--- src/rtl/mobilenet_input_pkg.sv ---
// Shared types and constants for the MobileNet input stage (resizer -> image banks).
package mobilenet_input_pkg;

    localparam int unsigned OUT_DIM    = 224;
    localparam int unsigned IMG_PIXELS = OUT_DIM * OUT_DIM;

    typedef enum logic [1:0] {
        FREE,
        FILLING,
        READY
    } bank_state_t;

    typedef enum logic [1:0] {
        IDLE,
        FILL,
        DROP
    } writer_state_t;

    // Clamp a 10-bit signed difference to the signed int8 range.
    function automatic logic [7:0] sat8(input logic signed [9:0] d);
        if (d > 10'sd127) begin
            return 8'h7F;
        end else if (d < -10'sd128) begin
            return 8'h80;
        end else begin
            return d[7:0];
        end
    endfunction

endpackage

--- src/rtl/pixel_quantize.sv ---
// Stage 1 of the bank writer: per-channel zero-point subtraction with int8
// saturation, registered. Output packing is {blueQ, greenQ, redQ}.
module pixel_quantize
    import mobilenet_input_pkg::*;
#(
    parameter int unsigned ZERO_POINT = 128
) (
    input  logic        clock,
    input  logic        reset,
    input  logic [7:0]  inRed,
    input  logic [7:0]  inGreen,
    input  logic [7:0]  inBlue,
    output logic [23:0] qData
);

    localparam logic signed [9:0] ZP = $signed(10'(ZERO_POINT));

    logic signed [9:0] diff_r;
    logic signed [9:0] diff_g;
    logic signed [9:0] diff_b;
    logic [23:0]       q_next;

    // Subtract the zero point at 10 bits and saturate each channel.
    always_comb begin
        diff_r = $signed({2'b00, inRed})   - ZP;
        diff_g = $signed({2'b00, inGreen}) - ZP;
        diff_b = $signed({2'b00, inBlue})  - ZP;
        q_next = {sat8(diff_b), sat8(diff_g), sat8(diff_r)};
    end

    // Stage-1 data register.
    always_ff @(posedge clock) begin
        if (reset) begin
            qData <= '0;
        end else begin
            qData <= q_next;
        end
    end

endmodule

--- src/rtl/image_bank_writer.sv ---
// Quantizes resized RGB pixels to int8 and writes them HWC-packed into one of
// two image banks, handing full banks to the first conv layer via a
// ready/release handshake. Optional macro PIXEL_COUNT_CHECK_EN discards banks
// whose pixel count is not exactly IMG_PIXELS and pulses frameError.
module image_bank_writer
    import mobilenet_input_pkg::*;
#(
    parameter int unsigned OUT_DIM    = 224,
    parameter int unsigned ZERO_POINT = 128,
    parameter int unsigned ADDR_WIDTH = 17
) (
    input  logic                  clock,
    input  logic                  reset,
    input  logic [7:0]            inRed,
    input  logic [7:0]            inGreen,
    input  logic [7:0]            inBlue,
    input  logic                  inPixelValid,
    input  logic                  endOfImage,
    output logic                  memWrEn,
    output logic [ADDR_WIDTH-1:0] memWrAddr,
    output logic [23:0]           memWrData,
    output logic                  imageAvailable,
    output logic                  readBank,
    input  logic                  bankRelease,
    output logic                  overflow,
    output logic [7:0]            droppedCount,
    output logic                  frameError
);

    localparam int unsigned           IMG_PIXELS = OUT_DIM * OUT_DIM;
    localparam logic [ADDR_WIDTH-1:0] IMG_PIX_A  = ADDR_WIDTH'(IMG_PIXELS);

    writer_state_t         state;
    writer_state_t         state_next;
    bank_state_t           bank_st [2];
    logic                  write_ptr;
    logic                  read_ptr;
    logic [ADDR_WIDTH-1:0] pix_count;
    logic [ADDR_WIDTH-1:0] addr_idx;

    logic release_fire;
    logic bank_free_w;
    logic start_fill;
    logic drop_img;
    logic fill_px;
    logic count_inc;
    logic end_fill;
    logic frame_bad;
    logic wr_fire;

    logic                  s1_wr_en;
    logic [ADDR_WIDTH-1:0] s1_addr;
    logic                  s1_end;
    logic                  s1_bad;
    logic                  s1_bank;
    logic [23:0]           q_data;

    assign imageAvailable = (bank_st[read_ptr] == READY);
    assign readBank       = read_ptr;
    assign release_fire   = bankRelease && imageAvailable;

    // A bank counts as free if it is FREE, is being released this cycle, or is
    // being returned to FREE this cycle by a rejected frame.
    assign bank_free_w = (bank_st[write_ptr] == FREE)
                      || (release_fire && (read_ptr == write_ptr))
                      || (s1_end && s1_bad && (s1_bank == write_ptr));

    assign wr_fire = start_fill || fill_px;

`ifdef PIXEL_COUNT_CHECK_EN
    logic [ADDR_WIDTH-1:0] cnt_after;
    assign cnt_after = pix_count + ADDR_WIDTH'(count_inc);
    assign frame_bad = end_fill && (cnt_after != IMG_PIX_A);
`else
    assign frame_bad = 1'b0;
`endif

    // Writer FSM state register.
    always_ff @(posedge clock) begin
        if (reset) begin
            state <= IDLE;
        end else begin
            state <= state_next;
        end
    end

    // Writer FSM next-state logic.
    always_comb begin
        state_next = state;
        case (state)
            IDLE:    if (inPixelValid) state_next = bank_free_w ? FILL : DROP;
            FILL:    if (endOfImage)   state_next = IDLE;
            DROP:    if (endOfImage)   state_next = IDLE;
            default: state_next = IDLE;
        endcase
    end

    // Writer FSM outputs: per-cycle accept/drop/commit decisions.
    always_comb begin
        start_fill = 1'b0;
        drop_img   = 1'b0;
        fill_px    = 1'b0;
        count_inc  = 1'b0;
        end_fill   = 1'b0;
        addr_idx   = pix_count;
        case (state)
            IDLE: begin
                if (inPixelValid) begin
                    if (bank_free_w) begin
                        start_fill = 1'b1;
                        addr_idx   = '0;
                    end else begin
                        drop_img = 1'b1;
                    end
                end
            end
            FILL: begin
                if (inPixelValid) begin
                    fill_px   = (pix_count < IMG_PIX_A);
                    count_inc = (pix_count <= IMG_PIX_A);
                end
                end_fill = endOfImage;
            end
            default: ;
        endcase
    end

    // Pixel counter and write pointer; the counter saturates one past a full
    // image so an over-long frame stays distinguishable from a full one.
    always_ff @(posedge clock) begin
        if (reset) begin
            pix_count <= '0;
            write_ptr <= 1'b0;
        end else begin
            if (start_fill) begin
                pix_count <= ADDR_WIDTH'(1);
            end else if (count_inc) begin
                pix_count <= pix_count + ADDR_WIDTH'(1);
            end
            if (end_fill) begin
                pix_count <= '0;
                if (!frame_bad) write_ptr <= ~write_ptr;
            end
        end
    end

    // Read pointer advances on each accepted release.
    always_ff @(posedge clock) begin
        if (reset) begin
            read_ptr <= 1'b0;
        end else if (release_fire) begin
            read_ptr <= ~read_ptr;
        end
    end

    // Bank states: a fill start overrides a same-cycle release or rejection
    // of that bank, which is what makes the free-bank bypass work.
    always_ff @(posedge clock) begin
        for (int unsigned i = 0; i < 2; i++) begin
            if (reset) begin
                bank_st[i] <= FREE;
            end else begin
                if (release_fire && (read_ptr == 1'(i))) begin
                    bank_st[i] <= FREE;
                end
                if (s1_end && (s1_bank == 1'(i))) begin
                    bank_st[i] <= s1_bad ? FREE : READY;
                end
                if (start_fill && (write_ptr == 1'(i))) begin
                    bank_st[i] <= FILLING;
                end
            end
        end
    end

    // Drop bookkeeping, visible the cycle after the rejected first pixel.
    always_ff @(posedge clock) begin
        if (reset) begin
            overflow     <= 1'b0;
            droppedCount <= '0;
        end else if (drop_img) begin
            overflow <= 1'b1;
            if (droppedCount != 8'hFF) droppedCount <= droppedCount + 8'd1;
        end
    end

    pixel_quantize #(
        .ZERO_POINT (ZERO_POINT)
    ) u_quant (
        .clock   (clock),
        .reset   (reset),
        .inRed   (inRed),
        .inGreen (inGreen),
        .inBlue  (inBlue),
        .qData   (q_data)
    );

    // Stage 1: write strobe, bank address and end-of-image marker.
    always_ff @(posedge clock) begin
        if (reset) begin
            s1_wr_en <= 1'b0;
            s1_addr  <= '0;
            s1_end   <= 1'b0;
            s1_bad   <= 1'b0;
            s1_bank  <= 1'b0;
        end else begin
            s1_wr_en <= wr_fire;
            s1_addr  <= write_ptr ? (IMG_PIX_A + addr_idx) : addr_idx;
            s1_end   <= end_fill;
            s1_bad   <= frame_bad;
            s1_bank  <= write_ptr;
        end
    end

    // Stage 2: memory write port registers.
    always_ff @(posedge clock) begin
        if (reset) begin
            memWrEn   <= 1'b0;
            memWrAddr <= '0;
            memWrData <= '0;
        end else begin
            memWrEn   <= s1_wr_en;
            memWrAddr <= s1_addr;
            memWrData <= q_data;
        end
    end

`ifdef PIXEL_COUNT_CHECK_EN
    // Frame error pulse aligned with the bank returning to FREE.
    always_ff @(posedge clock) begin
        if (reset) begin
            frameError <= 1'b0;
        end else begin
            frameError <= s1_end && s1_bad;
        end
    end
`else
    assign frameError = 1'b0;
`endif

endmodule

--- config.mk ---
export PLATFORM = sky130hd
export DESIGN_NAME = image_bank_writer
export DESIGN_NICKNAME = d
export VERILOG_FILES = /design/src/rtl/mobilenet_input_pkg.sv /design/src/rtl/pixel_quantize.sv /design/src/rtl/image_bank_writer.sv
export SDC_FILE = /design/constraint.sdc
export NUM_CORES = 1
export LEC_CHECK = 0
export ABC_AREA = 1
export BUFFER_PORTS_ARGS = -buffer_cell sky130_fd_sc_hd__buf_2
export CAP_MARGIN = 10
export CORE_AREA = 2 2 133 135
export DETAILED_ROUTE_END_ITERATION = 10
export DIE_AREA = 0 0 135 137
export GPL_TIMING_DRIVEN = 1
export MAX_ROUTING_LAYER = met4
export PLACE_DENSITY = 0.5
export SLEW_MARGIN = 10
export SYNTH_ARGS = -nofsm -noshare
export SYNTH_HDL_FRONTEND = slang
export SYNTH_SLANG_ARGS = --single-unit
--- constraint.sdc ---
create_clock -name clock -period 3.7 [get_ports clock]
set_input_delay 0.37 -clock clock [delete_from_list [all_inputs] [get_ports clock]]
set_output_delay 0.37 -clock clock [all_outputs]
set_load 0.05 [all_outputs]
==> Word-level counts from Yosys, hierarchy flattened <==
Memories as Yosys holds them, arrays and structs flattened. A register that Yosys moved wholly into a read port is not among the register bits.
Index checks and enable logic that the tools add are counted.
{ "totals": {"output_inout_bits": 54, "ff_bits": 116, "inputBits": 29, "memories": 1, "ramBits": 4, "wordCells": 127} }
{ "op_classes": {"n_addsub": 6, "muxes": 57, "n_eq_ne": 7, "reduce_logical": 21, "order_cmp": 8, "bitwise_logic": 9} }
{ "mem_list": {"columns": ["name", "words", "width", "rd", "rd_clocked_by_memory_dff", "wr", "line", "source"], "rows": [
  ["bank_st", 2, 2, 2, 2, 2, "image_bank_writer.sv:35", "bank_state_t bank_st [2];"]
]} }
{ "op_table": {"columns": ["op", "count"], "rows": [
  ["2-to-1 mux 17 bit", 4],
  ["2-to-1 mux 1 bit", 37],
  ["greater-than comparator 10 x 8 -> 1 bit, second input constant", 3],
  ["less-than comparator 10 x 8 -> 1 bit, second input constant", 3],
  ["subtractor 8 x 8 -> 9 bit, second input constant", 3],
  ["2-to-1 mux 8 bit", 3],
  ["2-to-1 mux 7 bit", 3],
  ["2-to-1 mux 2 bit", 9],
  ["adder 16 x 17 -> 17 bit, first input constant", 1],
  ["adder 17 x 1 -> 17 bit, second input constant", 1],
  ["less-or-equal comparator 17 x 16 -> 1 bit, second input constant", 1],
  ["less-than comparator 17 x 16 -> 1 bit, second input constant", 1],
  ["OR reduction 2 bit", 5],
  ["adder 8 x 1 -> 8 bit, second input constant", 1],
  ["logical AND 1 bit", 8],
  ["!= test 8 bit, second input constant", 1],
  ["bitwise OR 1 bit", 6],
  ["equality test 2 bit, second input constant", 2],
  ["logical NOT 2 bit", 2],
  ["one-hot mux 2 bit (2 select lines)", 1],
  ["AND reduction 2 bit", 2],
  ["NOT 1 bit", 3],
  ["OR reduction 3 bit", 1],
  ["equality test 2 x 1 -> 1 bit, second input constant", 1],
  ["other kinds (5)", 6]
]} }

==> Longest topological paths before layout <==
Gate-level depths: netlist of run 1.
{ "depth": {"depth_word": 12, "ltp_mapped": 12, "ltp_nobuf": 12} }

==> By module <==
Synthesis of run 1 repeated with hierarchy kept, for this count alone.
{ "hier_totals": {"hier_cells": 568, "hier_area_um2": 4491.8} }
{ "by_module_without_submodules": {"columns": ["mod", "n_inst", "seq_area_each_um2", "cells_each", "area_each_um2"], "rows": [
  ["image_bank_writer", 1, 2001.9, 497, 3819.9],
  ["pixel_quantize", 1, 480.5, 71, 671.9]
]} }

==> Least setup slack after synthesis of run 1 <==
OpenSTA, ideal clock, no wires.
{ "synth_path": {"path_type": "flip-flop to flip-flop", "start": "memory bank_st[1][0] in the netlist's numbering", "end": "memory bank_st[0][0] in the netlist's numbering, enable pin", "slack_ns": 1.750, "synth_period_minus_slack_ns": 1.950, "path_stages_with_launch": 11, "setup_time_ns": 0.327, "arrival_time_ns": 1.623, "required_ns": 3.373, "path_buffers": 1, "cell_sequence": "edfxtp_1 inv_1 nand3_1 nand2_1 nand3_1 nand2_1 nand2_2 buf_6 inv_2 nand2_1 o21ai_0"} }
{ "synth_lines": {"columns": ["item", "line"], "rows": [
  ["start: declaration", "image_bank_writer.sv:35"]
]} }

==> results_dict.tcl, run 1 <==
set metrics [dict create \
    cts.path.max_buffers 2 \
    rsz0062_at_grt "false" \
    fmax_mhz 490 \
    fin_cells 888 \
    max-cap-violations 0 \
    first_global_vias 3306 \
    num_rows 48 \
    die_area_um2 18500 \
    track_usage_pct 11.1 \
    pin_count 83 \
    cts_tree "yes" \
    core_area_um2 17100 \
    reg2reg_depth 8 \
    wirelength_um 9240 \
    root_buffer "clkbuf_16" \
    yosys-top-cells-area "dfxtp_1 (52%), inv_1 (8.5%), nor2_1 (8.5%)" \
    end_kind "register" \
    drv_slew 0 \
    synth_cells 569 \
    arrival_ns 2.12 \
    hold_end "u_quant.qData[7]$_SDFF_PP0_" \
    area_growth_pct 26.0 \
    worst_clock_skew_ns 0.00695 \
    grt_max_degree 80 \
    fin_util_pct 33.5 \
    avgSynthCellArea_um2 7.96 \
    diodes 0 \
    max-vdd-ir-drop_mv 0.291 \
    rrSetupSlack_ns 1.66 \
    r2r_end "bank_st[0][0]$_DFFE_PP_" \
    synth_top_area_cell "dfxtp_1" \
    drc_errors 0 \
    yosysMostFrequentCell "dfxtp_1" \
    ys_ff_latch 122 \
    post-cts-setup-buffer-count 0 \
    routed_via_density 3.97 \
    antenna_found_initial 0 \
    syn_area_um2 4530 \
    cts_resized 0 \
    slowest_delay_ns 0.54 \
    crit_path_frequent_cell "nand2_1" \
    dr.pass1.iters 4 \
    synth-edff-count 4 \
    yosys_warnings 0 \
    whs_path_depth 2 \
    required_ns 3.78 \
    synth_compound_area_share_pct 4.72 \
    critical_path_buf_inv_count 1 \
    synth-xor-area-share_pct 2.71 \
    clk_latency_ns 0.41 \
    clk_pin_slew_ns 0.05 \
    die_h_um 137 \
    p_per_area_nw_per_um2 581 \
    r2r-start "write_ptr$_SDFFE_PP0P_" \
    worstPathMaxFanout 13 \
    setup_ws_ns 1.66 \
    dp_hpwl_um 6560 \
    synth_mux_area_share_pct 0 \
    leakagePower_nw 2.60 \
    start_util_pct 26.6 \
    synth.top_cell.area_share_pct 52.1 \
    nets 687 \
    synthAdderAreaFrac_pct 1.93 \
    grt-ovfl-total 0 \
    cts_made_buffers 17 \
    die_w_um 135 \
    max_slew_margin_pct 48.4 \
    crit_slowest_cell "dfxtp_1" \
    cts.sinks 122 \
    status "finished clean" \
    wl_per_cell_um 10.4 \
    path_cells "nand2_1, nand2_1, nand3_1, nand2_1, nand2_2, inv_2, nand2_1, o21ai_0" \
    hold_violations 0 \
    port_buffers 81 \
    setup_tns_ns 0 \
    final-setup-viol-count 0 \
    num_vias 3527 \
    yosysSeqAreaShare_pct 54.8 \
    post-place-ws_ns 1.70 \
    ys_types 33 \
    layout-drive-gt1-share_pct 19.8 \
    synth_top_family_by_area "simple AND/OR/NAND/NOR gates" \
    yosys.area_share.simple_pct 24.2 \
    synth_flop_cell "dfxtp_1" \
    period_needed_ns 2.04 \
    synth_commonest_cells "dfxtp_1 (118), inv_1 (103), nor2_1 (103)" \
    antenna_left 0 \
    critPathTopFamily "simple AND/OR/NAND/NOR gates" \
    holdBufCountCts 0 \
    synthArstFlopShare_pct 0 \
    htreeDepth 4 \
    dpl.cell_count 857 \
    min_from "inRed[7]" \
    synthesis.nets 605 \
    post-route-period-util_pct 55.1 \
    crit_type "register to register" \
    drt_iter0_drc 160 \
    worst_pin_slew_ns 0.774 \
    crit_path_start_kind "register" \
    gp_congestion 0.814 \
    grt_pass1_wl_um 15500 \
    hp-class "input port to register" \
]
layout by cell type (no fill, tap or decap), types with 10 or more instances in the layout:
master       n
o21ai_0     12
inv_1      103
a21oi_1     24
nand3_1     25
nor2_1     103
xor2_1      10
nand2_1     95
buf_2       81
dfxtp_1    118
nor3_1      14
clkbuf_16   18
per-stage QoR:
step	power [mW]	hold slack, ns	area (um2)
detailed placement	1.72	0.393	5120
CTS	3.37	0.0949	5710
finish	3.32	0.112	5710
floorplan	1.66	0.388	4530
global placement	1.72	0.390	5120
global route	3.47	0.104	5710
layout make-up:
class,count,area (um2)
Clock inverter,7,87.6
Fill cell,1825,11300
Sequential cell,122,2480
Multi-Input combinational cell,318,1530
Timing Repair Buffer,82,413
Tap cell,225,282
Clock buffer,24,503
Inverter,110,415
worst max path at each step:
stage | start | end | cells past startpoint
6_report | write_ptr$_SDFFE_PP0P_ | bank_st[0][0]$_DFFE_PP_ | 8
5_1_grt | write_ptr$_SDFFE_PP0P_ | bank_st[0][0]$_DFFE_PP_ | 8
4_1_cts | write_ptr$_SDFFE_PP0P_ | bank_st[0][0]$_DFFE_PP_ | 8
3_5_place_dp | write_ptr$_SDFFE_PP0P_ | bank_st[0][0]$_DFFE_PP_ | 8
3_3_place_gp | write_ptr$_SDFFE_PP0P_ | bank_st[0][1]$_SDFFCE_PP0P_ | 8
2_1_floorplan | bank_st[1][0]$_SDFFCE_PN0P_ | bank_st[0][0]$_DFFE_PP_ | 10
per-layer routing:
metal  part of all wire [%]  routed length [um]  up-vias  global-route usage, %
met4                    1.6                 146        0                   5.09
met2                     42                3860       88                   15.7
met3                    6.7                 623       14                   4.37
met5                      0                   0        -                      -
li1                       -                   -     1878                      -
met1                     50                4620     1547                   13.9
report_power, final:
group | leakage [nW] | internal, mW | switching [mW]
Combinational | 1.31 | 0.0724 | 0.219
Sequential | 1.00 | 1.38 | 0.0254
Clock | 0.291 | 1.08 | 0.548
logic make-up after synthesis:
kind of cell	after synthesis
buf+inv	129
fa+ha+maj	7
compound gates	40
simple gates	256
flops	122
xor+xnor	14
other cells	1
flip-flops by register name, indices dropped and copies added, names as in the netlist, 2 cells and up, named ones only:
register,count
memWrData,24
u_quant.qData,24
memWrAddr,17
pix_count,17
s1_addr,17
droppedCount,8
bank_st,4
state,2
Power figures use the tool's default switching activity.
==> run 2, diff against run 1 <==
--- a/config.mk
+++ b/config.mk
@@ -13,7 +13,7 @@
 export DIE_AREA = 0 0 135 137
 export GPL_TIMING_DRIVEN = 1
 export MAX_ROUTING_LAYER = met4
-export PLACE_DENSITY = 0.5
+export PLACE_DENSITY = 0.52
 export SLEW_MARGIN = 10
 export SYNTH_ARGS = -nofsm -noshare
 export SYNTH_HDL_FRONTEND = slang
==> constraint.sdc (replaced) <==
create_clock -name clock -period 1.7 [get_ports clock]
set_input_delay 0.17 -clock clock [delete_from_list [all_inputs] [get_ports clock]]
set_output_delay 0.17 -clock clock [all_outputs]
set_load 0.05 [all_outputs]
==> run 2 against run 1 <==
  * Sequential power is 120% higher
  * Fmax is 29% higher
  * Power is 120% higher
  * Via count is 5.7% higher
  * Core utilization is 3.1 points higher
  * First-iteration DRC count is 34% higher
  * Hold slack worse by 0.058 ns
  * Wire length is 7.4% higher
  * Combinational power grew to 2.8 times the previous value
  * Largest cell class unchanged
  * Highest routed layer unchanged
==> results_dict.tcl, run 2 (synthesis results as in run 1) <==
set metrics [dict create \
    status "finished clean" \
    layout-drive-gt1-share_pct 24.2 \
    whs_path_depth 3 \
    drv_slew 0 \
    die_h_um 137 \
    critPathTopFamily "simple AND/OR/NAND/NOR gates" \
    cts_tree "yes" \
    core_area_um2 17100 \
    required_ns 1.81 \
    p_per_area_nw_per_um2 1200 \
    die_area_um2 18500 \
    hold_end "s1_end$_SDFF_PP0_" \
    period_needed_ns 1.59 \
    dp_hpwl_um 6900 \
    drc_errors 0 \
    routed_via_density 3.96 \
    area_growth_pct 37.7 \
    path_cells "inv_1, nand3_2, nand2_4, nand3_1, nand2_2, nand2_4, inv_2, nand2_2, o21ai_2" \
    grt-ovfl-total 0 \
    end_kind "register" \
    reg2reg_depth 9 \
    clk_latency_ns 0.41 \
    first_global_vias 3451 \
    track_usage_pct 11.7 \
    r2r-start "bank_st[1][0]$_SDFFCE_PN0P_" \
    p_switching_mw 1.77 \
    fmax_mhz 630 \
    dpl.cell_count 879 \
    swShare_pct 23.8 \
    start_util_pct 26.6 \
    pwr-share-clk_pct 48.2 \
    min_from "endOfImage" \
    num_rows 48 \
    final-setup-viol-count 0 \
    max-vdd-ir-drop_mv 0.562 \
    p_comb_share_pct 10.9 \
    wirelength_um 9930 \
    pin_count 83 \
    pwr-share-seq_pct 40.9 \
    rrSetupSlack_ns 0.11 \
    cts.path.max_buffers 2 \
    fin_cells 941 \
    nets 740 \
    worst_clock_skew_ns 0.00871 \
    leakagePower_nw 2.86 \
    htreeDepth 4 \
    r2r_end "bank_st[0][1]$_SDFFCE_PP0P_" \
    cts_made_buffers 17 \
    top_regs "memWrData x24, u_quant.qData x24" \
    diodes 0 \
    p_int_mw 5.68 \
    worstPathMaxFanout 11 \
    dr.pass1.iters 4 \
    post-route-period-util_pct 93.3 \
    max-cap-violations 0 \
    arrival_ns 1.69 \
    fillers 1776 \
    crit_type "register to register" \
    grt_pass1_wl_um 16300 \
    crit_slowest_cell "edfxtp_1" \
    hold_violations 0 \
    wl_per_cell_um 10.5 \
    drt_iter0_drc 214 \
    final_cell_mix "dfxtp_1 (115), inv_1 (103), nor2_1 (100)" \
    port_buffers 81 \
    p_total_mw 7.46 \
    root_buffer "clkbuf_16" \
    setup_tns_ns 0 \
    antenna_left 0 \
    slowest_delay_ns 0.36 \
    clk_pin_slew_ns 0.05 \
    crit_path_start_kind "register" \
    hp-class "input port to register" \
    gp_congestion 0.851 \
    antenna_found_initial 0 \
    critical_path_buf_inv_count 2 \
    cts.sinks 122 \
    rsz0062_at_grt "false" \
    grt_max_degree 79 \
    mostFrequentLayoutCell "dfxtp_1" \
    num_vias 3729 \
    die_w_um 135 \
]
run 2: how the worst max path moves through the flow:
stage / start / endpoint / cells past startpoint
after detailed placement: bank_st[1][0]$_SDFFCE_PN0P_ / bank_st[0][0]$_DFFE_PP_ / 9
after global placement: bank_st[1][0]$_SDFFCE_PN0P_ / bank_st[0][1]$_SDFFCE_PP0P_ / 9
after floorplan: droppedCount[4]$_SDFFE_PP0P_ / droppedCount[6]$_SDFFE_PP0P_ / 9
after CTS: bank_st[1][0]$_SDFFCE_PN0P_ / bank_st[0][1]$_SDFFCE_PP0P_ / 9
after global routing: bank_st[1][0]$_SDFFCE_PN0P_ / bank_st[0][1]$_SDFFCE_PP0P_ / 9
final: bank_st[1][0]$_SDFFCE_PN0P_ / bank_st[0][1]$_SDFFCE_PP0P_ / 9
run 2: final cells by class:
type | instances | area, um2 | share of cell area, %
well taps | 225 | 282 | 4.51
clock buffers | 24 | 482 | 7.72
repair buffers | 135 | 883 | 14.2
inverters | 110 | 415 | 6.66
flip-flops and latches | 122 | 2490 | 39.9
clock inverters | 7 | 114 | 1.83
multi-input cells | 318 | 1580 | 25.3
run 2: what timing repair did:
item	4_1_cts	5_1_grt
buffers inserted	0	7
setup endpoints to repair	2	21
endpoints found under the hold margin	24	0
pin swaps	0	4
resized for setup	2	11
hold buffers	24	0
run 2: metrics by stage:
step                hold slack [ns]  cell area [um2]  util (%)  worst slack, ns
finish                       0.0536             6240      36.6            0.114
global route                 0.0664             6240      36.6          0.00157
CTS                          0.0345             6150      36.1           0.0482
detailed placement            0.330             5310      31.1          -0.0283
global placement              0.338             5310      31.1           0.0741
floorplan                     0.242             4540         -           0.0179
run 2: tightest hold or removal path: cells and delay by family:
family,cells,cell delay (ns)
buf+inv,1,0.11
simple gates,2,0.13
run 2: metal layers:
layer	global-route usage [%]	up-vias	wire, um
met1	14.6	1643	4920
li1	-	1977	-
met5	-	-	0
met2	16.7	96	4170
met3	4.37	13	702
met4	5.27	0	136
run 2: power groups by stage:
stage	Combinational [mW]	Sequential (mW)	Clock, mW
6_report	0.813	3.05	3.59
5_1_grt	0.898	3.06	3.82
4_1_cts	0.770	3.05	3.70
3_5_place_dp	0.716	3.11	0
3_3_place_gp	0.714	3.10	0
2_1_floorplan	0.365	3.25	0
